--- src/rtl/mux_serializer_ctrl.sv ---
// mux_serializer_ctrl: upstream sequencer for the 8:1 bit mux.
// Accepts 8-bit words over valid/ready. Holds each word on mux_in and
// steps mux_sel through all bit positions, one per consumed bit, with
// first/last framing and busy status for the consumer of the mux output.
module mux_serializer_ctrl #(
  parameter bit LSB_FIRST = 1'b1,
  parameter int WIDTH     = 8,
  parameter int SEL_W     = 3
) (
  input  logic             clk,
  input  logic             rst_n,
  input  logic [WIDTH-1:0] din,
  input  logic             din_valid,
  output logic             din_ready,
  output logic [WIDTH-1:0] mux_in,
  output logic [SEL_W-1:0] mux_sel,
  output logic             bit_valid,
  input  logic             bit_ready,
  output logic             first,
  output logic             last,
  output logic             busy
);

  typedef enum logic {
    IDLE  = 1'b0,
    SHIFT = 1'b1
  } state_t;

  // Select value for bit 0 of a frame, and the counter value of the final bit.
  localparam logic [SEL_W-1:0] START    = LSB_FIRST ? '0 : SEL_W'(WIDTH - 1);
  localparam logic [SEL_W-1:0] LAST_CNT = SEL_W'(WIDTH - 1);

  state_t           state_q, state_d;
  logic [WIDTH-1:0] mux_in_q, mux_in_d;
  logic [SEL_W-1:0] mux_sel_q, mux_sel_d;
  logic [SEL_W-1:0] cnt_q, cnt_d;

  logic in_shift;
  logic accept;
  logic bit_hs;

  // Output decode: everything comes from state/count, except that din_ready
  // also looks at bit_ready so a new word can be taken on the last bit.
  always_comb begin
    in_shift  = (state_q == SHIFT);
    bit_valid = in_shift;
    busy      = in_shift;
    first     = in_shift && (cnt_q == '0);
    last      = in_shift && (cnt_q == LAST_CNT);
    din_ready = !in_shift || (last && bit_ready);
    accept    = din_valid && din_ready;
    bit_hs    = in_shift && bit_ready;
  end

  // Next-state logic: load on accept, step on each bit handshake, hold on stall.
  always_comb begin
    // NOTE: every signal written here gets a default first so that paths
    // which do not assign it fall back to "hold" instead of inferring a latch.
    state_d   = state_q;
    mux_in_d  = mux_in_q;
    mux_sel_d = mux_sel_q;
    cnt_d     = cnt_q;

    unique case (state_q)
      IDLE: begin
        if (accept) begin
          mux_in_d  = din;
          mux_sel_d = START;
          cnt_d     = '0;
          state_d   = SHIFT;
        end
      end
      SHIFT: begin
        if (bit_hs) begin
          if (cnt_q != LAST_CNT) begin
            cnt_d     = cnt_q + SEL_W'(1);
            mux_sel_d = LSB_FIRST ? mux_sel_q + SEL_W'(1) : mux_sel_q - SEL_W'(1);
          end else if (din_valid) begin
            // Back-to-back word: reload without a bubble cycle.
            mux_in_d  = din;
            mux_sel_d = START;
            cnt_d     = '0;
          end else begin
            // Frame done; mux_in keeps the old word.
            state_d = IDLE;
          end
        end
      end
      default: state_d = IDLE;
    endcase
  end

  // State registers with asynchronous active-low reset.
  always_ff @(posedge clk or negedge rst_n) begin
    // NOTE: sequential state uses non-blocking assignments so all flops
    // sample their _d values from the same pre-edge snapshot.
    if (!rst_n) begin
      state_q   <= IDLE;
      mux_in_q  <= '0;
      mux_sel_q <= START;
      cnt_q     <= '0;
    end else begin
      state_q   <= state_d;
      mux_in_q  <= mux_in_d;
      mux_sel_q <= mux_sel_d;
      cnt_q     <= cnt_d;
    end
  end

  assign mux_in  = mux_in_q;
  assign mux_sel = mux_sel_q;

endmodule

--- config.mk ---
export PLATFORM = sky130hd
export DESIGN_NAME = mux_serializer_ctrl
export DESIGN_NICKNAME = d
export VERILOG_FILES = /design/src/rtl/mux_serializer_ctrl.sv
export SDC_FILE = /design/constraint.sdc
export NUM_CORES = 1
export LEC_CHECK = 0
export BUFFER_PORTS_ARGS = -buffer_cell sky130_fd_sc_hd__buf_2
export CAP_MARGIN = 20
export CORE_ASPECT_RATIO = 1.25
export CORE_MARGIN = 4
export CORE_UTILIZATION = 45
export DETAILED_ROUTE_END_ITERATION = 16
export GPL_ROUTABILITY_DRIVEN = 1
export PLACE_DENSITY_LB_ADDON = 0.08
export RECOVER_POWER = 50
export REMOVE_ABC_BUFFERS = 1
export SLEW_MARGIN = 20
export SYNTH_ARGS = -nofsm -noshare
export SYNTH_HDL_FRONTEND = slang
export SYNTH_SLANG_ARGS = --single-unit
--- constraint.sdc ---
create_clock -name clk -period 4.2 [get_ports clk]
set_clock_uncertainty 0.1 [all_clocks]
set_input_delay 0.21 -clock clk [delete_from_list [all_inputs] [get_ports clk]]
set_output_delay 0.21 -clock clk [all_outputs]
set_load 0.05 [all_outputs]
==> results of run 1 <==
[final timing paths]
kind / endpoint / slack [ps] / cells past startpoint
setup / recovery: mux_in[6] / 2400 / 5
hold / removal: mux_in[3] / 60 / 2
max in group asynchronous: mux_in[6] / 3030 / 2
setup reg to reg: mux_in[6] / 2400 / 5
hold reg to reg: mux_in[1] / 410 / 1
min in group asynchronous: mux_in[2] / 450 / 2
[per-layer routing]
metal / GRT usage, % / vias up / routed length (microns)
met5: 0 / - / 0
met4: 6.10 / 0 / 8
met3: 4.22 / 2 / 157
met2: 19.9 / 24 / 710
met1: 18.7 / 271 / 697
li1: - / 280 / -
[repair_timing]
| item | 4_1_cts | 5_1_grt |
|---|---|---|
| hold buffers | 1 | 0 |
| gates resized for setup | 0 | 0 |
| hold endpoints to repair | 15 | 0 |
[final cells by class]
type | count | area (sq um)
repair buffers | 28 | 134
flip-flops and latches | 15 | 375
inverters | 4 | 15.0
fillers | 149 | 669
well taps | 18 | 22.5
clock inverters | 1 | 5.00
clock buffers | 3 | 22.5
multi-input cells | 42 | 398
[placed cells by master (no fill, tap or decap), drive strengths merged]
cell / n
a21bo: 1
a21boi: 1
a21oi: 2
a22o: 7
and2: 1
buf: 18
clkbuf: 12
clkinv: 1
dfrtp: 15
dlygate4sd3: 1
ha: 5
inv: 4
mux2: 8
mux2i: 2
nand2: 5
nand2b: 2
nor2: 1
nor2b: 4
o21ai: 1
o2bb2ai: 2
[registers in the layout (all words and copies together), names as in the netlist]
signal	flops
mux_in	8
bit_valid	1
mux_sel	3
cnt_q	3
[worst max-delay path: stages (launching register included)]
cell	delay [ps]
dfrtp_1	420
ha_1	230
ha_1	240
a21bo_4	230
nand2_4	150
mux2_4	320
[kinds of logic (layout without fill, tap and decap cells)]
kind of cell             count (synthesis)  after routing
adder cells (fa/ha/maj)                  5              5
multiplexers                            10             10
flip-flops                              15             15
AND/OR/NAND/NOR                         13             13
AO/OA/AOI/OAI                           14             14
buffers and inverters                    7             36
[report_power, final]
part           total [mW]  switching, mW  internal, mW
sequential          0.257         0.0489         0.208
combinational       0.458          0.309         0.150
clock              0.0802         0.0449        0.0353
total               0.795          0.402         0.393
[through the flow]
stage	instances	instance area [sq um]	utilization, %	setup slack, ps	total power, mW
after CTS	111	983	59.9	2380	0.816
after global routing	111	972	59.2	2320	0.848
after detailed placement	106	946	57.6	2410	0.730
after global placement	106	946	57.6	2450	0.723
final	111	972	59.2	2400	0.795
after floorplan	61	788	-	2050	0.628
==> metrics.txt, run 1 <==
Synth Instances 64; post-synthesis mux area share 17.3%; Fin Hold WS 56.9 ps; WS Path Type flip-flop to flip-flop; TritonCTS clock tree yes; initial core utilization 49.5%; critical path required time 4270 ps; Setup Viol. Count Final 0; Max transition margin 44.3%; fmax 555 MHz; die width 46.0 microns; core area 0.00164 sq mm; clock insertion delay at the later pin of the skew report 280 ps; Root Buffer clkbuf_4; DRT iter0 DRCs 8; Routed WL 1570 microns; clock sinks 15; DIE AREA 0.00255 sq mm; WL per Instance 14.2 microns; worst-path fanout max 8; largest family of logic cells by synthesized area multiplexers; io pins 28; initial antenna violation count 0; post-synthesis sequential area ratio 46.2%; power density over cell area 818 mW/mm^2; number of flops mapped to enable cells by yosys 0; number of global-route vias before repair 601; crit end category flip-flop; total negative setup slack 0 ps; final worst path period need 1800 ps; share of post-route cells with drive strength above 1 35.5%; drt pass-1 iters 4; Vias 577; Residual DRC 0; Synth-to-Final Area Change 19.7%; clock slew at reported path FFs 90 ps; first-pass GRT wire length 2720 microns; Antenna Nets Post-Route 0; period utilization 42.9%; WP data arrival 1870 ps; MaxCap Viol Count 0; synth top area cells dfrtp_1, mux2_4, ha_1; most common cell in the netlist dfrtp_1; row cnt 16; Top FF cell, synth dfrtp_1; CTS buffer count 3; post-DP HPWL 1150 microns; routed vias/inst 5.20; syn_area_per_cell 12.7 sq um; critical path launch point type flip-flop; routability cong. 0.716; port buffer count 27; area fraction in compound gates after synthesis 14.9%; area share of fa/ha/maj cells after synthesis 7.70%; CP startpoint cnt_q[0]; largest net degree at the start of global routing 16; RSZ-0062 raised after global routing no; Async SR Flop Fraction 100%; CTS HTree Levels 1; hold path start din[3]; Final Hold Violating Endpoints 0; Clock Path Buffers 2; status finished clean; commonest cells in the netlist dfrtp_1, mux2_4, a22o_1; Mapped Area 812 sq um; YS warnings 0; NumNets Final 111; synth unique cells 21; Die Height 55.5 microns; P_leak 0.526 nW; total global-route track usage 13.9%; top-area cell type share of the netlist area 46.2%; Post-Synth Simple-Gate Area 9.09%; grt ovf 0; worst-margin pin slew 835 ps; reg2reg start cnt_q[0]; Ant. Diodes 0; hold crit path type primary input to flip-flop; peak supply drop 0.436 mV; XOR/XNOR Fraction of Synth Area 0%; Post-CTS Setup Bufs 0; Synth area leader dfrtp_1; max-slew violation count 0; flop and latch count out of synthesis 15
(Power assumes the default switching activity.)
==> inputs of run 2 (changes only) <==
ABC_AREA = 1   (was not set)
CORE_UTILIZATION = 42   (was 45)
clock period = 1.5 ns   (was 4.2 ns; I/O delays follow)
==> metrics.txt, run 2 <==
number of flops mapped to enable cells by yosys 0; Synth area leader dfrtp_1; Final Instance Area 0.00120 sq mm; share of post-route cells with drive strength above 1 39.6%; P_leak 0.666 nW; max reg flops 8; crit path cell chain buf_4, inv_1, ha_1, nand2_1, nor2_1, buf_6; TritonCTS clock tree yes; Top FF cell, synth dfrtp_1; die width 46.3 microns; WL per Instance 11.4 microns; DP Area 908 sq um; largest net degree at the start of global routing 16; critical path required time 1320 ps; Setup Viol. Count Final 15; CP max-delay cell dfrtp_1; crit end category primary output; Vias 735; YS warnings 0; port buffer count 27; Die Height 55.8 microns; clock sinks 15; Routed WL 1750 microns; MaxCap Viol Count 0; commonest non-fill, non-tap cell in the layout nand2_1; initial antenna violation count 0; Final Util 68.8%; synth unique cells 14; row cnt 17; clock insertion delay at the later pin of the skew report 280 ps; Root Buffer clkbuf_4; WP data arrival 1410 ps; drt pass-1 iters 4; hold crit path type primary input to flip-flop; max-slew violation count 0; CTS HTree Levels 1; Synth-to-Final Area Change 56.2%; DRT iter0 DRCs 4; commonest cells in the netlist nand2_1, dfrtp_1, inv_1; post-DP HPWL 1130 microns; NumNets Final 152; peak supply drop 1.21 mV; grt ovf 0; number of global-route vias before repair 735; Residual DRC 0; power density over cell area 1920 mW/mm^2; synth top area cells dfrtp_1, nand2_1, ha_1; Clock Path Buffers 2; critical path launch point type flip-flop; initial core utilization 44.0%; top-area cell type share of the netlist area 48.9%; total global-route track usage 15.6%; first-pass GRT wire length 3080 microns; placed insts 133; final worst path period need 1580 ps; period utilization 105%; Cell Count, Final, Fillers Out 153; Synth Instances 89; Max transition margin 45.6%; slowest stage delay, CP 430 ps; syn_area_per_cell 8.63 sq um; post-synthesis sequential area ratio 48.9%; CTS buffer count 3; core area 0.00174 sq mm; most common cell in the netlist nand2_1; routability cong. 0.769; Mapped Area 768 sq um; io pins 28; RSZ-0062 raised after global routing yes; flop and latch count out of synthesis 15; worst setup margin -80.1 ps; worst-margin pin slew 816 ps; fmax 633 MHz; Ant. Diodes 0; failing checks negative setup slack; DIE AREA 0.00258 sq mm; status finished, violations left; most frequent cells in the layout nand2_1, buf_2, dfrtp_1; routed vias/inst 4.80; WS Path Type flip-flop to primary output; Async SR Flop Fraction 100%; Final Hold Violating Endpoints 0; worst-path fanout max 2; clock slew at reported path FFs 100 ps; Antenna Nets Post-Route 0
[run 2: cell count changes after synthesis, sizes merged, moves of 2 or more]
| cell | previous run | this run |
|---|---|---|
| mux2i | 2 | 0 |
| inv | 4 | 10 |
| a21oi | 2 | 0 |
| nand2 | 5 | 41 |
| mux2 | 8 | 0 |
| nand2b | 2 | 0 |
| nor2 | 1 | 3 |
| o21ai | 1 | 3 |
| nand3 | 0 | 10 |
| a22o | 7 | 0 |
| o2bb2ai | 2 | 0 |
| nor2b | 4 | 0 |
[run 2: power breakdown]
part | switching (mW) | internal, mW
clock network | 0.130 | 0.0988
registers | 0.138 | 0.576
logic | 0.938 | 0.421
total | 1.21 | 1.10
[run 2: path summary, 6_finish.rpt]
path | from | end | slack, ps | depth (start not counted)
setup reg to reg | cnt_q[1] | mux_in[5] | -40 | 9
min in group asynchronous | rst_n | cnt_q[2] | 290 | 2
hold / removal | bit_ready | mux_sel[0] | 40 | 3
max in group asynchronous | rst_n | bit_valid | 450 | 2
setup / recovery | cnt_q[1] | first | -80 | 6
hold reg to reg | mux_in[1] | mux_in[1] | 390 | 2
[run 2: kinds of logic (layout without fill, tap and decap cells)]
kind of cell / after synthesis / count (layout) / share of synthesized area, %
adder cells (fa/ha/maj): 5 / 5 / 8.14
AND/OR/NAND/NOR: 54 / 55 / 33.7
AO/OA/AOI/OAI: 3 / 3 / 1.95
flip-flops: 15 / 15 / 48.9
buffers and inverters: 12 / 56 / 7.33
[run 2: what timing repair did]
action | in CTS | in global routing
pin swaps | 1 | 6
resized for setup | 17 | 14
cloned | 0 | 1
endpoints found under the setup margin | 11 | 17
hold buffers | 10 | 0
hold endpoints to repair | 24 | 0
buffers inserted | 4 | 1
[run 2: layout make-up]
type | count | area (sq um)
clock buffers | 3 | 22.5
clock inverters | 1 | 5.00
inverters | 10 | 47.5
repair buffers | 42 | 290
multi-input cells | 63 | 434
well taps | 19 | 23.8
fillers | 144 | 544
flip-flops and latches | 15 | 377
[run 2: per-stage QoR]
stage / hold slack, ps / worst slack, ps / power, mW / setup TNS (ps)
after global routing: 36.4 / -135 / 2.47 / -1400
after CTS: 40.1 / -72.8 / 2.26 / -617
final: 35.7 / -80.1 / 2.30 / -426
after global placement: -95.9 / 30.1 / 1.85 / 0
after detailed placement: -90.7 / -18.2 / 1.86 / -77.7
after floorplan: -321 / -1250 / 1.59 / -6590
[run 2: metal layers]
metal  global-route usage (%)  vias to the layer above  part of all wire [%]
li1                         -                      369                     -
met1                     19.8                      343                    41
met2                     24.8                       21                    54
met3                     2.27                        2                   4.5
met4                     7.32                        0                  0.97
met5                        0                        -                     0
[run 2: critical path: cells and delay by family (launching register included)]
family                   cells  cell delay, ps
AND/OR/NAND/NOR              2             180
adder cells (fa/ha/maj)      1             140
buffers and inverters        3             370
flip-flops                   1             430
